## src/rtl/types_pkg.sv

```systemverilog
// Shared reservation-station types: payload struct, tag width, table depth.
package types_pkg;

  localparam int unsigned PTAG_W     = 6;
  localparam int unsigned RS_ENTRIES = 8;
  localparam int unsigned RS_IDX_W   = $clog2(RS_ENTRIES);

  typedef struct packed {
    logic [7:0]        op;
    logic [PTAG_W-1:0] dst_tag;
    logic [PTAG_W-1:0] src1_tag;
    logic              src1_rdy;
    logic [PTAG_W-1:0] src2_tag;
    logic              src2_rdy;
  } rs_data;

  // Marks each source whose tag matches a valid completion broadcast as ready.
  function automatic rs_data rs_wake(rs_data d, logic vld, logic [PTAG_W-1:0] tag);
    rs_data r;
    r = d;
    if (vld && (d.src1_tag == tag)) r.src1_rdy = 1'b1;
    if (vld && (d.src2_tag == tag)) r.src2_rdy = 1'b1;
    return r;
  endfunction

endpackage

```

## src/rtl/rs_issue_ctrl_if.sv

```systemverilog
// Dispatch, wakeup and issue signals of the reservation station.
interface rs_issue_ctrl_if;
  import types_pkg::*;

  logic [1:0]        disp_valid;
  rs_data            disp_entry [2];
  logic              disp_ready;
  logic              cdb_valid;
  logic [PTAG_W-1:0] cdb_tag;
  logic              issue_valid;
  rs_data            issue_entry;
  logic              issue_ready;
  logic [3:0]        free_count;

  modport master (
    output disp_valid, disp_entry, cdb_valid, cdb_tag, issue_ready,
    input  disp_ready, issue_valid, issue_entry, free_count
  );

  modport slave (
    input  disp_valid, disp_entry, cdb_valid, cdb_tag, issue_ready,
    output disp_ready, issue_valid, issue_entry, free_count
  );

endinterface

```

## src/rtl/rs_free_slot.sv

```systemverilog
// Finds the two lowest set bits of a free mask and counts the set bits.
module rs_free_slot
  import types_pkg::*;
#(
  parameter int unsigned Entries = RS_ENTRIES
) (
  input  logic [Entries-1:0]             free,
  output logic [$clog2(Entries)-1:0]     idx0,
  output logic                           idx0_vld,
  output logic [$clog2(Entries)-1:0]     idx1,
  output logic                           idx1_vld,
  output logic [$clog2(Entries+1)-1:0]   count
);

  localparam int unsigned IdxW = $clog2(Entries);
  localparam int unsigned CntW = $clog2(Entries + 1);
  localparam logic [CntW-1:0] CntOne = CntW'(1);

  always_comb begin
    idx0     = '0;
    idx1     = '0;
    idx0_vld = 1'b0;
    idx1_vld = 1'b0;
    count    = '0;
    for (int i = 0; i < Entries; i++) begin
      if (free[i]) begin
        count = count + CntOne;
        if (!idx0_vld) begin
          idx0     = i[IdxW-1:0];
          idx0_vld = 1'b1;
        end else if (!idx1_vld) begin
          idx1     = i[IdxW-1:0];
          idx1_vld = 1'b1;
        end
      end
    end
  end

endmodule

```

## src/rtl/rs_issue_ctrl.sv

```systemverilog
// 8-entry reservation station: 2-wide dispatch, CDB wakeup, oldest-ready issue.
// Define RS_STALL_CNT_EN to add the saturating dispatch-stall counter output.
module rs_issue_ctrl
  import types_pkg::*;
#(
  parameter int unsigned STALL_CNT_W = 16
) (
  input  logic                   clk,
  input  logic                   reset,
  input  logic                   flush,
  rs_issue_ctrl_if.slave         bus
`ifdef RS_STALL_CNT_EN
  ,
  output logic [STALL_CNT_W-1:0] stall_cnt
`endif
);

  logic [RS_ENTRIES-1:0] valid_q, valid_d;
  rs_data                entry_q [RS_ENTRIES];
  rs_data                entry_d [RS_ENTRIES];
  // age_q[i][j] set: entry i is older than entry j.
  logic [RS_ENTRIES-1:0] age_q [RS_ENTRIES];
  logic [RS_ENTRIES-1:0] age_d [RS_ENTRIES];
  logic                  lock_q, lock_d;
  logic [RS_IDX_W-1:0]   lock_idx_q, lock_idx_d;

  logic [RS_IDX_W-1:0]   free_idx0, free_idx1;
  logic                  free_vld0, free_vld1;
  logic [3:0]            free_cnt;
  logic                  disp_ready;
  logic                  do_disp0, do_disp1;
  logic [RS_ENTRIES-1:0] rdy;
  logic [RS_IDX_W-1:0]   old_idx, sel_idx;
  logic                  blocked;
  logic                  issue_valid, fire;

  rs_free_slot #(
    .Entries (RS_ENTRIES)
  ) u_free_slot (
    .free     (~valid_q),
    .idx0     (free_idx0),
    .idx0_vld (free_vld0),
    .idx1     (free_idx1),
    .idx1_vld (free_vld1),
    .count    (free_cnt)
  );

  assign disp_ready = (free_cnt >= 4'd2);
  assign do_disp0   = bus.disp_valid[0] && disp_ready && free_vld0;
  assign do_disp1   = bus.disp_valid[1] && disp_ready && free_vld1;

  always_comb begin
    for (int i = 0; i < RS_ENTRIES; i++) begin
      rdy[i] = valid_q[i] && entry_q[i].src1_rdy && entry_q[i].src2_rdy;
    end
  end

  // Oldest ready entry: ready with no other ready entry older than it.
  always_comb begin
    old_idx = '0;
    blocked = 1'b0;
    for (int i = 0; i < RS_ENTRIES; i++) begin
      blocked = 1'b0;
      for (int j = 0; j < RS_ENTRIES; j++) begin
        if ((j != i) && rdy[j] && age_q[j][i]) blocked = 1'b1;
      end
      if (rdy[i] && !blocked) old_idx = i[RS_IDX_W-1:0];
    end
  end

  // A presented-but-stalled selection stays put even if an older entry wakes.
  assign sel_idx     = lock_q ? lock_idx_q : old_idx;
  assign issue_valid = !flush && (|rdy);
  assign fire        = issue_valid && bus.issue_ready;

  assign bus.disp_ready  = disp_ready;
  assign bus.free_count  = free_cnt;
  assign bus.issue_valid = issue_valid;
  assign bus.issue_entry = entry_q[sel_idx];

  always_comb begin
    valid_d    = valid_q;
    entry_d    = entry_q;
    age_d      = age_q;
    lock_d     = issue_valid && !bus.issue_ready;
    lock_idx_d = sel_idx;

    if (fire) valid_d[sel_idx] = 1'b0;

    for (int i = 0; i < RS_ENTRIES; i++) begin
      entry_d[i] = rs_wake(entry_q[i], bus.cdb_valid, bus.cdb_tag);
    end

    // New entry: younger than every slot (row cleared, column set).
    if (do_disp0) begin
      valid_d[free_idx0] = 1'b1;
      entry_d[free_idx0] = rs_wake(bus.disp_entry[0], bus.cdb_valid, bus.cdb_tag);
      age_d[free_idx0]   = '0;
      for (int j = 0; j < RS_ENTRIES; j++) age_d[j][free_idx0] = 1'b1;
    end
    if (do_disp1) begin
      valid_d[free_idx1] = 1'b1;
      entry_d[free_idx1] = rs_wake(bus.disp_entry[1], bus.cdb_valid, bus.cdb_tag);
      age_d[free_idx1]   = '0;
      for (int j = 0; j < RS_ENTRIES; j++) age_d[j][free_idx1] = 1'b1;
    end

    if (flush) valid_d = '0;
  end

  always_ff @(posedge clk) begin
    if (reset) begin
      valid_q    <= '0;
      lock_q     <= 1'b0;
      lock_idx_q <= '0;
      for (int i = 0; i < RS_ENTRIES; i++) age_q[i] <= '0;
    end else begin
      valid_q    <= valid_d;
      lock_q     <= lock_d;
      lock_idx_q <= lock_idx_d;
      age_q      <= age_d;
    end
  end

  always_ff @(posedge clk) begin
    entry_q <= entry_d;
  end

`ifdef RS_STALL_CNT_EN
  localparam logic [STALL_CNT_W-1:0] StallOne = STALL_CNT_W'(1);
  logic [STALL_CNT_W-1:0] stall_q;

  always_ff @(posedge clk) begin
    if (reset) begin
      stall_q <= '0;
    end else if ((|bus.disp_valid) && !disp_ready && (stall_q != '1)) begin
      stall_q <= stall_q + StallOne;
    end
  end

  assign stall_cnt = stall_q;
`endif

endmodule

```

## src/flat_wrapper.sv

```systemverilog
// flat-port wrapper written by rule: the top's interface ports become plain ports
module rs_issue_ctrl_flat import types_pkg::*;
#(
  parameter int unsigned STALL_CNT_W = 16
)
  (clk, reset, flush, bus_disp_valid, bus_disp_entry, bus_cdb_valid, bus_cdb_tag, bus_issue_ready, bus_disp_ready, bus_issue_valid, bus_issue_entry, bus_free_count);
  rs_issue_ctrl_if bus_i ();
  input  logic clk;
  input  logic reset;
  input  logic flush;
  input wire logic [$bits(bus_i.disp_valid)-1:0] bus_disp_valid;
  input wire logic [$bits(bus_i.disp_entry)-1:0] bus_disp_entry;
  input wire logic [$bits(bus_i.cdb_valid)-1:0] bus_cdb_valid;
  input wire logic [$bits(bus_i.cdb_tag)-1:0] bus_cdb_tag;
  input wire logic [$bits(bus_i.issue_ready)-1:0] bus_issue_ready;
  output wire logic [$bits(bus_i.disp_ready)-1:0] bus_disp_ready;
  output wire logic [$bits(bus_i.issue_valid)-1:0] bus_issue_valid;
  output wire logic [$bits(bus_i.issue_entry)-1:0] bus_issue_entry;
  output wire logic [$bits(bus_i.free_count)-1:0] bus_free_count;
  assign bus_i.disp_valid = bus_disp_valid;
  assign bus_i.disp_entry = {>>{bus_disp_entry}};
  assign bus_i.cdb_valid = bus_cdb_valid;
  assign bus_i.cdb_tag = bus_cdb_tag;
  assign bus_i.issue_ready = bus_issue_ready;
  assign bus_disp_ready = bus_i.disp_ready;
  assign bus_issue_valid = bus_i.issue_valid;
  assign bus_issue_entry = bus_i.issue_entry;
  assign bus_free_count = bus_i.free_count;
  rs_issue_ctrl #(.STALL_CNT_W(STALL_CNT_W)) u_core (.clk(clk), .reset(reset), .flush(flush), .bus(bus_i));
endmodule
```

## config.mk

```make
export PLATFORM = sky130hd
export DESIGN_NAME = rs_issue_ctrl_flat
export DESIGN_NICKNAME = d
export VERILOG_FILES = /design/src/rtl/types_pkg.sv /design/src/rtl/rs_issue_ctrl_if.sv /design/src/rtl/rs_free_slot.sv /design/src/rtl/rs_issue_ctrl.sv /design/src/flat_wrapper.sv
export SDC_FILE = /design/constraint.sdc
export NUM_CORES = 1
export LEC_CHECK = 0
export BUFFER_PORTS_ARGS = -buffer_cell sky130_fd_sc_hd__buf_2
export CAP_MARGIN = 20
export CORE_ASPECT_RATIO = 2
export CORE_MARGIN = 2
export CORE_UTILIZATION = 45
export DETAILED_ROUTE_END_ITERATION = 8
export SYNTH_ARGS = -nofsm -noshare
export SYNTH_HDL_FRONTEND = slang
export SYNTH_SLANG_ARGS = --single-unit
```

## constraint.sdc

```tcl
create_clock -name clk -period 8.35 [get_ports clk]
set_input_delay 1.67 -clock clk [delete_from_list [all_inputs] [get_ports clk]]
set_output_delay 1.67 -clock clk [all_outputs]
set_load 0.1 [all_outputs]
```

# After elaboration in Yosys (flattened, before gate mapping)
# Index checks and enable logic that the tools add are counted.
op_classes:
  n_addsub: 7
  magnitude_cmp: 12
  n_eq_ne: 20
  n_mux: 171
  n_bitwise: 28
  n_reduce_logical: 115
ops:
  columns: ["operator", "count"]
  rows:
  - ["$bwmux 224", 2]
  - ["$mux 224", 2]
  - ["$demux 28 s3", 2]
  - ["$or 8x8->8", 18]
  - ["$and 64x64->64", 2]
  - ["$mux 64", 2]
  - ["$not 64->64", 2]
  - ["$eq 6x6->1", 20]
  - ["$mux 28", 4]
  - ["$mux 3", 37]
  - ["$logic_and 1x1->1", 104]
  - ["$mux 1", 104]
  - ["$bmux 28 s3", 1]
  - ["$demux 8 s3", 2]
  - ["$mux 8", 5]
  - ["$mux 4", 7]
  - ["$add 4x1->4 const B", 6]
  - ["$not 8->8", 2]
  - ["$ge 4x4->1 const B", 3]
  - ["$lt 3x4->1 const B", 3]
  - ["$not 3->4", 3]
  - ["$demux 1 s3", 3]
  - ["$ge 3x1->1 const B", 3]
  - ["$logic_not 1->1", 9]
  - ["6 further kinds", 7]
totals:
  reg_bits: 300
  inputBits: 69
  out_inout_bits: 34
  word_cells: 412

# Logic depth before layout (Yosys ltp)
depth:
  ltp_word: 31
  mapped_depth: 25
  depth_no_buf: 23

# Cells and area by module
# From an unflattened synthesis, not the netlist that was laid out.
unflattened:
  hier_cells: 2344
  area_unflattened_um2: 16878.7
modules_own_cells:
  columns: ["module", "n_inst", "cells_each", "area_each_um2", "seq_area_each_um2"]
  rows:
  - ["rs_issue_ctrl", 1, 2214, 15944.0, 5705.5]
  - ["rs_free_slot", 1, 130, 934.6, 0.0]

# Worst setup path before layout
# OpenSTA, ideal clock, no wires.
synth_timing:
  kind: "register to output"
  from: "register u_core.valid_q[0]"
  to: "output bus_free_count[2]"
  arrival_time_ns: 4.536
  t_required_ns: 6.680
  slack_ns: 2.144
  stages_incl_launch_ff: 16
  path_buffers: 1
  path_cell_list: "dfxtp_1 > ha_1 > clkbuf_1 > mux2i_1 > ha_1 > nand2b_1 > a21oi_1 > a21oi_1 > xor2_1 > o21ai_0 > ha_1 > o22ai_1 > o21ai_0 > ha_1 > nor2b_1 > xnor2_1"
synth_between:
  elab_chain_len: 16
synth_lines:
  columns: ["item", "line", "text"]
  rows:
  - ["start, declared", "rs_issue_ctrl.sv:18", "logic [RS_ENTRIES-1:0] valid_q, valid_d;"]
  - ["start signal, assigned", "rs_issue_ctrl.sv:118", "valid_q <= valid_d;"]
  - ["$not 8->8 *", "rs_issue_ctrl.sv:40", ".free (~valid_q),"]
  - ["$mux 1 *", "rs_free_slot.sv:26", "if (free[i]) begin"]
  - ["$add 1x1->2", "rs_free_slot.sv:27", "count = count + CntOne;"]
  - ["$mux 4 *", "rs_free_slot.sv:26", null]
  - ["$add 4x1->4", "rs_free_slot.sv:27", null]
  - ["$mux 4 *", "rs_free_slot.sv:26", null]
  - ["$add 4x1->4", "rs_free_slot.sv:27", null]
  - ["$mux 4 *", "rs_free_slot.sv:26", null]
  - ["$add 4x1->4", "rs_free_slot.sv:27", null]
  - ["$mux 4 *", "rs_free_slot.sv:26", null]
  - ["$add 4x1->4", "rs_free_slot.sv:27", null]
  - ["$mux 4 *", "rs_free_slot.sv:26", null]
  - ["$add 4x1->4", "rs_free_slot.sv:27", null]
  - ["$mux 4 *", "rs_free_slot.sv:26", null]
  - ["$add 4x1->4", "rs_free_slot.sv:27", null]
  - ["$mux 4 *", "rs_free_slot.sv:26", null]
  - ["end, declared", "flat_wrapper.sv:19", "output wire logic [$bits(bus_i.free_count)-1:0] bus_free_count;"]
# Mark *: on every way between the ends. The rest lies on a longest branch, timed or not.

# Worst setup path in the final report
layout_timing:
  from: "register u_core.valid_q[1]"
  to: "output bus_disp_ready"
layout_between:
  elab_chain_len: 15
layout_lines:
  columns: ["item", "line", "text"]
  rows:
  - ["$not 8->8 *", "rs_issue_ctrl.sv:40", null]
  - ["$mux 4 *", "rs_free_slot.sv:26", null]
  - ["$add 4x1->4", "rs_free_slot.sv:27", null]
  - ["$mux 4 *", "rs_free_slot.sv:26", null]
  - ["$add 4x1->4", "rs_free_slot.sv:27", null]
  - ["$mux 4 *", "rs_free_slot.sv:26", null]
  - ["$add 4x1->4", "rs_free_slot.sv:27", null]
  - ["$mux 4 *", "rs_free_slot.sv:26", null]
  - ["$add 4x1->4", "rs_free_slot.sv:27", null]
  - ["$mux 4 *", "rs_free_slot.sv:26", null]
  - ["$add 4x1->4", "rs_free_slot.sv:27", null]
  - ["$mux 4 *", "rs_free_slot.sv:26", null]
  - ["$add 4x1->4", "rs_free_slot.sv:27", null]
  - ["$mux 4 *", "rs_free_slot.sv:26", null]
  - ["$ge 4x2->1 *", "rs_issue_ctrl.sv:48", "assign disp_ready = (free_cnt >= 4'd2);"]
  - ["end, declared", "flat_wrapper.sv:16", "output wire logic [$bits(bus_i.disp_ready)-1:0] bus_disp_ready;"]
# Marks and branches as above.

==> metrics <==
Post-synth top flop dfxtp_1; CP arrival approximately 5800 ps; Layout Nets between 2000 and 2500; Post-Place Worst Slack 1401 ps; fillcell total around 3400; Die H 272.7 µm; RSZ-0062 raised after global routing false; synth top area cells dfxtp_1 (35%), mux2i_1 (14%), nand2_1 (6.7%); Worst setup startpoint u_core.valid_q[1]; Slew Viols, Final 0; synth warn 0; wire length per cell 25.70 µm; Initial Utilization 0.4554; Core Box Area between 30000 and 40000 µm²; R2R depth 20; Mapped Nets between 2000 and 2500; gpl congestion 0.9574; vias in the first global route roughly 15000; initial antenna violation count 2; Area Overhead vs Synth 9.563%; clock tree buffer depth 3; CTS tree done; leak pwr just under 8 nW; CTS sink cnt 285; Setup TNS Final 0 ps; post-synthesis cell type count between 70 and 80; DR WL met3 around 3.5 mm; area of the multi-input gates ~9700 µm²; PortBufs roughly 100; endpoints failing setup 0; Synth top area share 0.3511; drt total wl 62.38 mm; First DRT Iteration DRCs approximately 1200; first-pass GRT wire length 92.47 mm; Die W between 100 and 150 µm; pwr/cell area approximately 470 nW/µm²; worst vdd ir 1.034 mV; count of final hold-check violations 0; # Post-CTS Setup Buffers 0; largest net degree at the start of global routing between 60 and 70; CP endpoint bus_disp_ready; async set or reset register ratio after synthesis 0; layout cells sized above 1 0.1185; Hold Buf Count CTS 0; cell count after synthesis 2001; Total GRT Usage 0.3186; normalized max-slew margin 0.1766; Tcrit/Tclk final 0.8997; actual slew at the worst max-slew pin ~1200 ps; register area roughly 5700 µm²; number of synthesized register bits 285; I/O pins just over 100; Detailed Place HPWL around 40 mm; Startpoint Class flip-flop; worst r2r dst u_core.age_q[2]; CP Class flip-flop to output port; remaining antenna violation count 0; worst clock skew approximately 9.5 ps; min-delay src u_core.entry_q[45]; top sig layer met4; CP max FO 14; detailed-router iteration count before antenna repair 7; Resize count post-CTS 0; Hold/Removal Path Class flip-flop to flip-flop; worst reg-to-reg setup slack 1680 ps; Num CTS Buffers 27; met1 WL between 20 and 25 mm; final setup margin about 840 ps; worst r2r src u_core.valid_q[1]; commonest cells in the netlist nand2_1 (290), dfxtp_1 (285), mux2i_1 (233), nor2_1 (163), clkbuf_1 (122); max frequency ~0.13 GHz; sequential area share after synthesis 0.3511; Met2 Wirelength about 32 mm; vias per cell approximately 6.3; total gr overflow 0; Crit. End Element output port; most numerous cell in the Yosys netlist nand2_1; Remaining DRCs 0; clk root buf clkbuf_16; cell taking the most area after synthesis dfxtp_1; number of synthesized flops with an enable pin 0; Syn Area/Cell between 8 and 9 µm²; Worst EP required between 6000 and 7000 ps; H-tree depth 1; minimum clock period approximately 7500 ps; Mapped Area ~16000 µm²; via count around 15000; max_cap viols 0; number of cell rows 98; clk_lat worst skew about 570 ps; status complete, no violations; CTS clk-pin slew, worst paths about 70 ps; die area approximately 38000 µm²
-- worst max-delay path: stages, from the launching register on --
cell,delay [ps]
dfxtp_1,450
ha_1,570
mux2i_1,200
ha_1,350
nand2b_1,100
a21oi_1,70
a21oi_1,180
xor2_1,280
o21ai_0,140
ha_1,210
nor2b_1,130
xnor2_1,300
xnor3_1,360
xnor2_1,170
o32a_1,340
nor3_2,770
inv_2,250
buf_2,380
-- layout by cell type, fill, tap and decap left out, drive strengths merged, types with 13 or more instances in the layout --
cell type and count:
a211oi 25, a21oi 116, a31oi 75, and3 14, buf 139, clkbuf 39, dfxtp 285, inv 16
mux2i 233, nand2 290, nand2b 13, nand3 49, nand4 27, nor2 163, nor3 35, nor4 15
o21ai 110, o221ai 28, o22a 29, o22ai 15, xnor2 56, xor2 81
-- layout make-up --
class | count | share of cell area
inverter | 14 | 0.002952
multi-input combinational | 1487 | 0.5421
timing repair buffer | 140 | 0.04709
sequential | 285 | 0.3205
tap | 450 | 0.03163
clock buffer | 38 | 0.04477
clock inverter | 11 | 0.01075
antenna | 2 | 0.0002811
-- report_power, final --
group	internal [mW]	total, mW	switching (mW)	leakage (nW)
clock	0.822	1.40	0.575	0.490
sequential	1.74	2.04	0.297	2.34
combinational	1.32	4.92	3.60	5.08
total	3.88	8.36	4.48	7.91
-- cell families after synthesis --
group,after synthesis,share of synthesized area
AND/OR/NAND/NOR,646,0.1786
multiplexers,233,0.1435
flip-flops,285,0.3511
XOR/XNOR,139,0.07769
AO/OA/AOI/OAI,458,0.1804
adder cells (fa/ha/maj),11,0.008316
buffers and inverters,229,0.06029
-- how the worst min path moves through the flow --
stage | end | cells past startpoint
after global placement | u_core.entry_q[55] | 2
after floorplan | u_core.entry_q[42] | 2
after detailed placement | u_core.entry_q[55] | 2
after CTS | u_core.entry_q[55] | 2
final | u_core.entry_q[45] | 2
after global routing | u_core.entry_q[54] | 2
-- flip-flops by register name (all words and copies together) (netlist names) --
name               flops
u_core.valid_q         8
u_core.lock_idx_q      3
u_core.entry_q       224
u_core.lock_q          1
u_core.age_q          49
-- metrics by stage --
step | instance area, µm² | util | hold WS (ps) | cells | total power [mW]
final | 17800 | 0.4989 | 449.6 | 2427 | 8.358
after global routing | 17800 | 0.4989 | 468.2 | 2427 | 8.712
after CTS | 17760 | 0.4977 | 450.1 | 2422 | 8.279
after detailed placement | 16770 | 0.4700 | 440.9 | 2373 | 6.886
after global placement | 16770 | 0.4700 | 436.4 | 2373 | 6.787
after floorplan | 16250 | - | 430.1 | 2001 | 5.698
-- routing by layer --
metal,global-route usage,vias to the layer above
li1,-,6936
met1,0.3264,7339
met2,0.5797,696
met3,0.04223,255
met4,0.2511,0
met5,0,-
Power figures use the tool's default switching activity.
